[config.mk]
export PLATFORM = sky130hd
export DESIGN_NAME = res_wb
export DESIGN_NICKNAME = d
export VERILOG_FILES = /design/src/rtl/res_wb.sv
export SDC_FILE = /design/constraint.sdc
export NUM_CORES = 1
export LEC_CHECK = 0
export ABC_AREA = 1
export CAP_MARGIN = 20
export CORE_MARGIN = 2
export CORE_UTILIZATION = 47
export DETAILED_ROUTE_END_ITERATION = 12
export PLACE_DENSITY = 0.74
export RECOVER_POWER = 25
export SLEW_MARGIN = 10
export SYNTH_ARGS = -nofsm -noshare
export SYNTH_HDL_FRONTEND = slang
export SYNTH_SLANG_ARGS = --single-unit
[constraint.sdc]
create_clock -name ck -period 4.85 [get_ports ck]
set_clock_uncertainty 0.05 [all_clocks]
set_input_delay 0.97 -clock ck [delete_from_list [all_inputs] [get_ports ck]]
set_output_delay 0.97 -clock ck [all_outputs]
set_load 0.1 [all_outputs]
[src/rtl/res_wb.sv]
// res_wb: session-based writeback FIFO steering result words to the even/odd bank write ports.
module res_wb #(
   parameter int DW    = 64,
   parameter int AW    = 10,
   parameter int DEPTH = 4
) (
   input  logic                       ck,
   input  logic                       rst,
   input  logic                       i_start,
   input  logic                       i_done,
   input  logic                       i_valid,
   input  logic [DW-1:0]              i_data,
   input  logic                       i_ev_odd_n,
   input  logic [AW-1:0]              i_even_addr,
   input  logic [AW-1:0]              i_odd_addr,
   input  logic                       i_even_rdy,
   input  logic                       i_odd_rdy,
   output logic                       o_even_we,
   output logic                       o_odd_we,
   output logic [AW-1:0]              o_even_addr,
   output logic [AW-1:0]              o_odd_addr,
   output logic [DW-1:0]              o_even_data,
   output logic [DW-1:0]              o_odd_data,
   output logic [$clog2(DEPTH):0]     o_count,
   output logic                       o_full,
   output logic                       o_empty,
   output logic                       o_ovf,
   output logic                       o_err,
   output logic [15:0]                o_wr_cnt,
   output logic                       o_wb_done
);
   localparam int PW = $clog2(DEPTH);
   localparam int CW = PW + 1;
   typedef enum logic [1:0] {IDLE, RUN, DRAIN, DONE} state_t;
   state_t state, state_nx;
   logic [PW-1:0] wp, rp;
   logic full_q, empty, active, push_req, push, pop, head_bank;
   logic          bank_m [DEPTH];
   logic [AW-1:0] addr_m [DEPTH];
   logic [DW-1:0] data_m [DEPTH];
   // equal pointers are ambiguous, so a full flag disambiguates full from empty
   assign o_count   = full_q ? CW'(DEPTH) : {1'b0, wp - rp};
   assign empty     = o_count == '0;
   assign head_bank = bank_m[rp];
   assign pop       = !empty && (head_bank ? i_odd_rdy : i_even_rdy);
   assign active    = state == RUN || state == DRAIN;
   assign push_req  = i_valid && active;
   assign push      = push_req && (!full_q || pop);
   always_comb begin
      state_nx = state == IDLE  ? (i_start ? RUN : IDLE) :
                 state == RUN   ? (i_done ? DRAIN : RUN) :
                 state == DRAIN ? (empty && !push ? DONE : DRAIN) : IDLE;
   end
   always_ff @(posedge ck) begin
      if (rst) begin
         state    <= IDLE;
         wp       <= '0;
         rp       <= '0;
         full_q   <= 1'b0;
         o_ovf    <= 1'b0;
         o_err    <= 1'b0;
         o_wr_cnt <= '0;
      end else begin
         state <= state_nx;
         if (push) wp <= wp + PW'(1);
         if (pop) rp <= rp + PW'(1);
         if (push != pop) full_q <= push && (wp + PW'(1) == rp);
         if (push_req && full_q && !pop) o_ovf <= 1'b1;
         if (i_valid && !active) o_err <= 1'b1;
         if (state == IDLE && i_start) o_wr_cnt <= '0;
         else if (pop) o_wr_cnt <= o_wr_cnt + 16'd1;
      end
   end
   always_ff @(posedge ck) begin
      if (push) begin
         bank_m[wp] <= i_ev_odd_n;
         addr_m[wp] <= i_ev_odd_n ? i_odd_addr : i_even_addr;
         data_m[wp] <= i_data;
      end
   end
   assign o_even_we   = pop && !head_bank;
   assign o_odd_we    = pop && head_bank;
   assign o_even_addr = (!empty && !head_bank) ? addr_m[rp] : '0;
   assign o_odd_addr  = (!empty && head_bank) ? addr_m[rp] : '0;
   assign o_even_data = (!empty && !head_bank) ? data_m[rp] : '0;
   assign o_odd_data  = (!empty && head_bank) ? data_m[rp] : '0;
   assign o_full      = full_q;
   assign o_empty     = empty;
   assign o_wb_done   = state == DONE;
endmodule
# ---- Word level (Yosys, flattened, before mapping)
# Memories as Yosys holds them, arrays and structs flattened. A register that Yosys moved wholly into a read port is not among the register bits.
# Index checks and enable logic that the tools add are counted.
dict set report word_totals {
  in_bits 92
  wordCells 64
  memories 3
  ram_bits 300
  register_bits 25
}
dict set report classes {
  n_reduce_logical 24
  mux 21
  add_sub_neg 4
  eq_ne 5
}
# memory depth word_bits read_ports rd_ports_with_merged_regs wr line_no
set mem_list {}
lappend mem_list {data_m 4 64 1 1 1 40} ;# logic [DW-1:0] data_m [DEPTH];
lappend mem_list {addr_m 4 10 1 1 1 39} ;# logic [AW-1:0] addr_m [DEPTH];
lappend mem_list {bank_m 4 1 1 1 1 38} ;# logic bank_m [DEPTH];
# operator count
set op_table {}
lappend op_table {{$mux 64} 2}
lappend op_table {{$mux 10} 3}
lappend op_table {{$mux 2} 10}
lappend op_table {{$add 16x1->16 const B} 1}
lappend op_table {{$logic_and 1x1->1} 13}
lappend op_table {{$logic_not 1->1} 6}
lappend op_table {{$mux 1} 5}
lappend op_table {{$add 2x1->2 const B} 2}
lappend op_table {{$eq 2x2->1 const B} 2}
lappend op_table {{$logic_not 3->1} 1}
lappend op_table {{$mux 3} 1}
lappend op_table {{$eq 2x1->1 const B} 1}
lappend op_table {{$eq 2x2->1} 1}
lappend op_table {{$logic_not 2->1} 1}
lappend op_table {{$logic_or 1x1->1} 2}
lappend op_table {{$reduce_or 2->1} 1}
lappend op_table {{$sub 2x2->2} 1}
lappend op_table {{$ne 1x1->1} 1}

# ---- Logic depth before layout (Yosys ltp)
dict set report logic_depth {
  ltp_word 13
  ltp_mapped 13
  mapped_depth_nobuf 12
}

# ---- Worst setup path before layout
# Ideal clock, no wire load.
dict set report synth_path {
  path_kind {reg-to-reg}
  from {register full_q, in the netlist o_full}
  to {memory addr_m[0][0], enable pin}
  setup_slack_ns -0.629
  path_stages_with_launch 8
  arrival_time_ns 4.921
  setup_ns 0.508
  cell_sequence {dfxtp_1 inv_1 nand3_4 nand2_2 buf_6 nand2_4 nand2_4 nor2_1}
}
dict set report synth_via {
  elab_chain_cells 8
  word_cells_on_any_way 9
  cone_classes {3 x mux; 6 x reduce/logical}
}
# element line_no
set synth_rtl {}
lappend synth_rtl {{start, declared} 37} ;# logic full_q, empty, active, push_req, push, pop, head_bank;
lappend synth_rtl {{start signal, assigned} 67} ;# if (push != pop) full_q <= push && (wp + PW'(1) == rp);
lappend synth_rtl {{$mux 3} 42} ;# assign o_count = full_q ? CW'(DEPTH) : {1'b0, wp - rp};
lappend synth_rtl {{$logic_not 3->1} 43} ;# assign empty = o_count == '0;
lappend synth_rtl {{$logic_not 1->1} 45} ;# assign pop = !empty && (head_bank ? i_odd_rdy : i_even_rdy);
lappend synth_rtl {{$logic_and 1x1->1} 45}
lappend synth_rtl {{$logic_or 1x1->1 *} 48} ;# assign push = push_req && (!full_q || pop);
lappend synth_rtl {{$logic_and 1x1->1 *} 48}
lappend synth_rtl {{$mux 1 *} 75} ;# if (push) begin
lappend synth_rtl {{$mux 1 *} 77} ;# addr_m[wp] <= i_ev_odd_n ? i_odd_addr : i_even_addr;
lappend synth_rtl {{end, declared} 39}
# Mark *: on every way between the ends. The rest lies on a longest branch, timed or not.

# ---- Worst setup path after layout
dict set report layout_path {
  from {register wp[0]}
  to {output port o_even_addr[3]}
}
dict set report layout_via {
  elab_chain_cells 6
}
# element line_no
set layout_rtl {}
lappend layout_rtl {{start, declared} 36} ;# logic [PW-1:0] wp, rp;
lappend layout_rtl {{start signal, assigned} 65} ;# if (push) wp <= wp + PW'(1);
lappend layout_rtl {{$sub 2x2->2} 42}
lappend layout_rtl {{$mux 3} 42}
lappend layout_rtl {{$logic_not 3->1} 43}
lappend layout_rtl {{$logic_not 1->1} 83} ;# assign o_even_addr = (!empty && !head_bank) ? addr_m[rp] : '0;
lappend layout_rtl {{$logic_and 1x1->1} 83}
lappend layout_rtl {{$mux 10} 83}
lappend layout_rtl {{end, declared} 20} ;# output logic [AW-1:0] o_even_addr,
# No other way between the ends.

==> results_dict.tcl <==
set metrics [dict create \
    path_max_fanout 42 \
    finalSetupViolations 0 \
    postCtsSetupRepairBufs 0 \
    port_buffers 265 \
    crit_start "wp[0]" \
    htree_levels 2 \
    power_density_mw_per_mm2 616.4 \
    max_freq_ghz 0.2455 \
    pwr-share-clk_pct 20.6 \
    leakagePower_nw 6.862 \
    p_switching_mw 5.287 \
    path_class "reg2out" \
    synth_cell_type_count 29 \
    initial_core_util_pct 47.44 \
    wl_um 31440 \
    dr.pass1.iters 5 \
    nets 1483 \
    yosys.area.top_type "edfxtp_1" \
    synth_area_mm2 0.01354 \
    postCtsHoldBufs 0 \
    syn_nets 1237 \
    min_period_over_period_pct 83.99 \
    cp-end-kind "output pin" \
    hold_viol 0 \
    syn2layout_area_growth_pct 40.50 \
    grt_pass1_vias 9292 \
    max_slew_margin_pct 33.67 \
    maxCapViolCount 0 \
    dieHeight_um 173.8 \
    rsz0062_at_grt "false" \
    chipWidth_um 173.8 \
    p_seq_share_pct 27.1 \
    placed_area_mm2 0.01797 \
    ff2ff_path_depth 8 \
    clock_latency_ns 0.49 \
    layout-drive-gt1-share_pct 17.15 \
    synth_most_common_cell "edfxtp_1" \
    antenna_found_initial 1 \
    grt_pass1_wl_um 49250 \
    status "completed" \
    crit_arrival_ns 3.05 \
    r2r_start "wp[0]" \
    synth-edff-count 300 \
    cpPeakStageDelay_ns 0.51 \
    core_mm2 0.02855 \
    cp-start-kind "flop" \
    netlist_instances 1135 \
    ir_worst_vdd_v 0.0006578 \
    drtIter0Drc 707 \
    synth-main-ff-cell "edfxtp_1" \
    synth-seq-cells 327 \
    rows 62 \
    track_usage_pct 20.50 \
    crit_path_top_delay_cell "nand2_2" \
    via_count 9450 \
    grt_overflow 0 \
    sw_frac_of_total_pct 45.07 \
    final_max_slew_viol_count 0 \
    endpoint "o_even_addr[3]" \
    postCtsResizedCells 0 \
    r2r-end "data_m[3][37]" \
    grt_max_degree 91 \
    path_cells "inv_1 > ha_1 > inv_1 > nand3_1 > nand2_2 > nand3_4 > nand2_2 > buf_4 > nor2_1 > buf_12" \
    ant_nets 0 \
    cts_root_buffer "clkbuf_16" \
    finalInstanceArea_mm2 0.01903 \
    clockBufferDepth 3 \
    synthArstFlopShare_pct 0 \
    ys_top_cells_by_count "edfxtp_1 (300), nand2_1 (278), nor2_1 (188)" \
    cts.clk_slew.worst_paths_ns 0.05 \
    gp_congestion 0.8470 \
    avgRoutedWirePerCell_um 17.54 \
    ys_seq_area_share_pct 70.50 \
    cts_buffers 34 \
    drc 0 \
    worst-slew-pin-transition_ns 0.9919 \
    p_int_mw 6.443 \
    via_per_inst 5.270 \
    avgSynthCellArea_um2 11.93 \
    hp-class "reg2reg" \
    reg2reg_slack_ns 2.08 \
    clkSinkCount 327 \
    die-area_mm2 0.03019 \
    setup-tns-final_ns 0 \
    holdPathStages 2 \
    netlist_top_cells_area "edfxtp_1 (67%), nand2_1 (7.7%), a32o_1 (5.5%), nor2_1 (5.2%), dfxtp_1 (4.0%)" \
    pwr-share-comb_pct 52.3 \
    yosysWarnings 0 \
    fin_hold_ws_ns 0.4447 \
    fin_crit_ns 4.074 \
    synth_top_area_share_pct 66.51 \
    crit_required_ns 3.83 \
    hpwl_um 19570 \
    cts_tree "done" \
    ios 266 \
]
state kept, by name, summed over array words and instances, names as in the netlist, named ones only:
signal,count
wp,2
rp,2
state,2
o_err,1
o_full,1
o_ovf,1
addr_m,40
o_wr_cnt,16
data_m,256
bank_m,4
critical path: cells and delay by family, from the launching register on:
| family | cells | cell delay, ns |
|---|---|---|
| adders and majority gates | 1 | 0.23 |
| DFF | 1 | 0.37 |
| buffers and inverters | 4 | 0.89 |
| and+or+nand+nor | 5 | 0.99 |
kinds of logic (layout without fill, tap and decap cells):
group	count (synthesis)	in the layout	synth area share [%]
multiplexers	10	10	0.8314
other	0	4	0
AO/OA/AOI/OAI	179	179	9.386
adder cells (fa/ha/maj)	10	10	0.9238
AND/OR/NAND/NOR	494	494	14.27
XOR/XNOR	6	6	0.3880
flip-flops	327	327	70.50
buffers and inverters	109	379	3.695
layer usage:
metal,up-vias,share of wire [%],GRT usage (%)
met5,-,0,0
met4,0,1.4,4.517
met3,35,7.3,4.123
met2,364,50,35.64
met1,4523,41,26.72
li1,4528,-,-
area by class of cell:
cell class / instances / area (µm²)
sequential: 327 / 9553
fill: 2054 / 9518
timing repair buffer: 280 / 4242
multi-input combinational: 699 / 3540
clock buffer: 43 / 945.9
tap: 384 / 480.5
inverter: 39 / 151.4
clock inverter: 17 / 107.6
antenna: 4 / 10.01
layout by cell type, fill, tap and decap left out, drive strengths merged, types with 10 or more instances in the layout:
master	instances
buf	165
nand2	283
o21ai	12
clkbuf	43
a21oi	90
inv	41
nand3	18
clkdlybuf4s50	63
dlygate4sd3	52
dfxtp	27
clkinv	13
nor2	188
edfxtp	300
mux2	10
ha	10
a32o	74
how the worst min path moves through the flow:
| stage | start | to | slack (ns) |
|---|---|---|---|
| final | o_wr_cnt[15] | o_wr_cnt[15] | 0.44 |
| after global routing | o_wr_cnt[14] | o_wr_cnt[14] | 0.46 |
| after floorplan | wp[0] | wp[0] | 0.42 |
| after global placement | o_ovf | o_ovf | 0.40 |
| after CTS | o_wr_cnt[14] | o_wr_cnt[14] | 0.45 |
| after detailed placement | o_ovf | o_ovf | 0.43 |
power by group through the flow:
stage	sequential (mW)	clock, mW	combinational [mW]
2_1_floorplan	3.27	0	4.04
3_3_place_gp	3.24	0	6.10
3_5_place_dp	3.24	0	6.16
4_1_cts	3.18	2.47	6.18
5_1_grt	3.19	2.58	6.36
6_report	3.18	2.42	6.13
metrics by stage:
step                power, mW  setup WS (ns)  instances  utilization [%]
floorplan               7.306        -0.6294       1135                -
global placement        9.334          1.387       1729            62.93
detailed placement      9.403          1.273       1729            62.93
CTS                     11.83         0.7251       1789            66.62
global route            12.12         0.5002       1790            66.63
finish                  11.73         0.7764       1793            66.66
(Power assumes the default switching activity.)
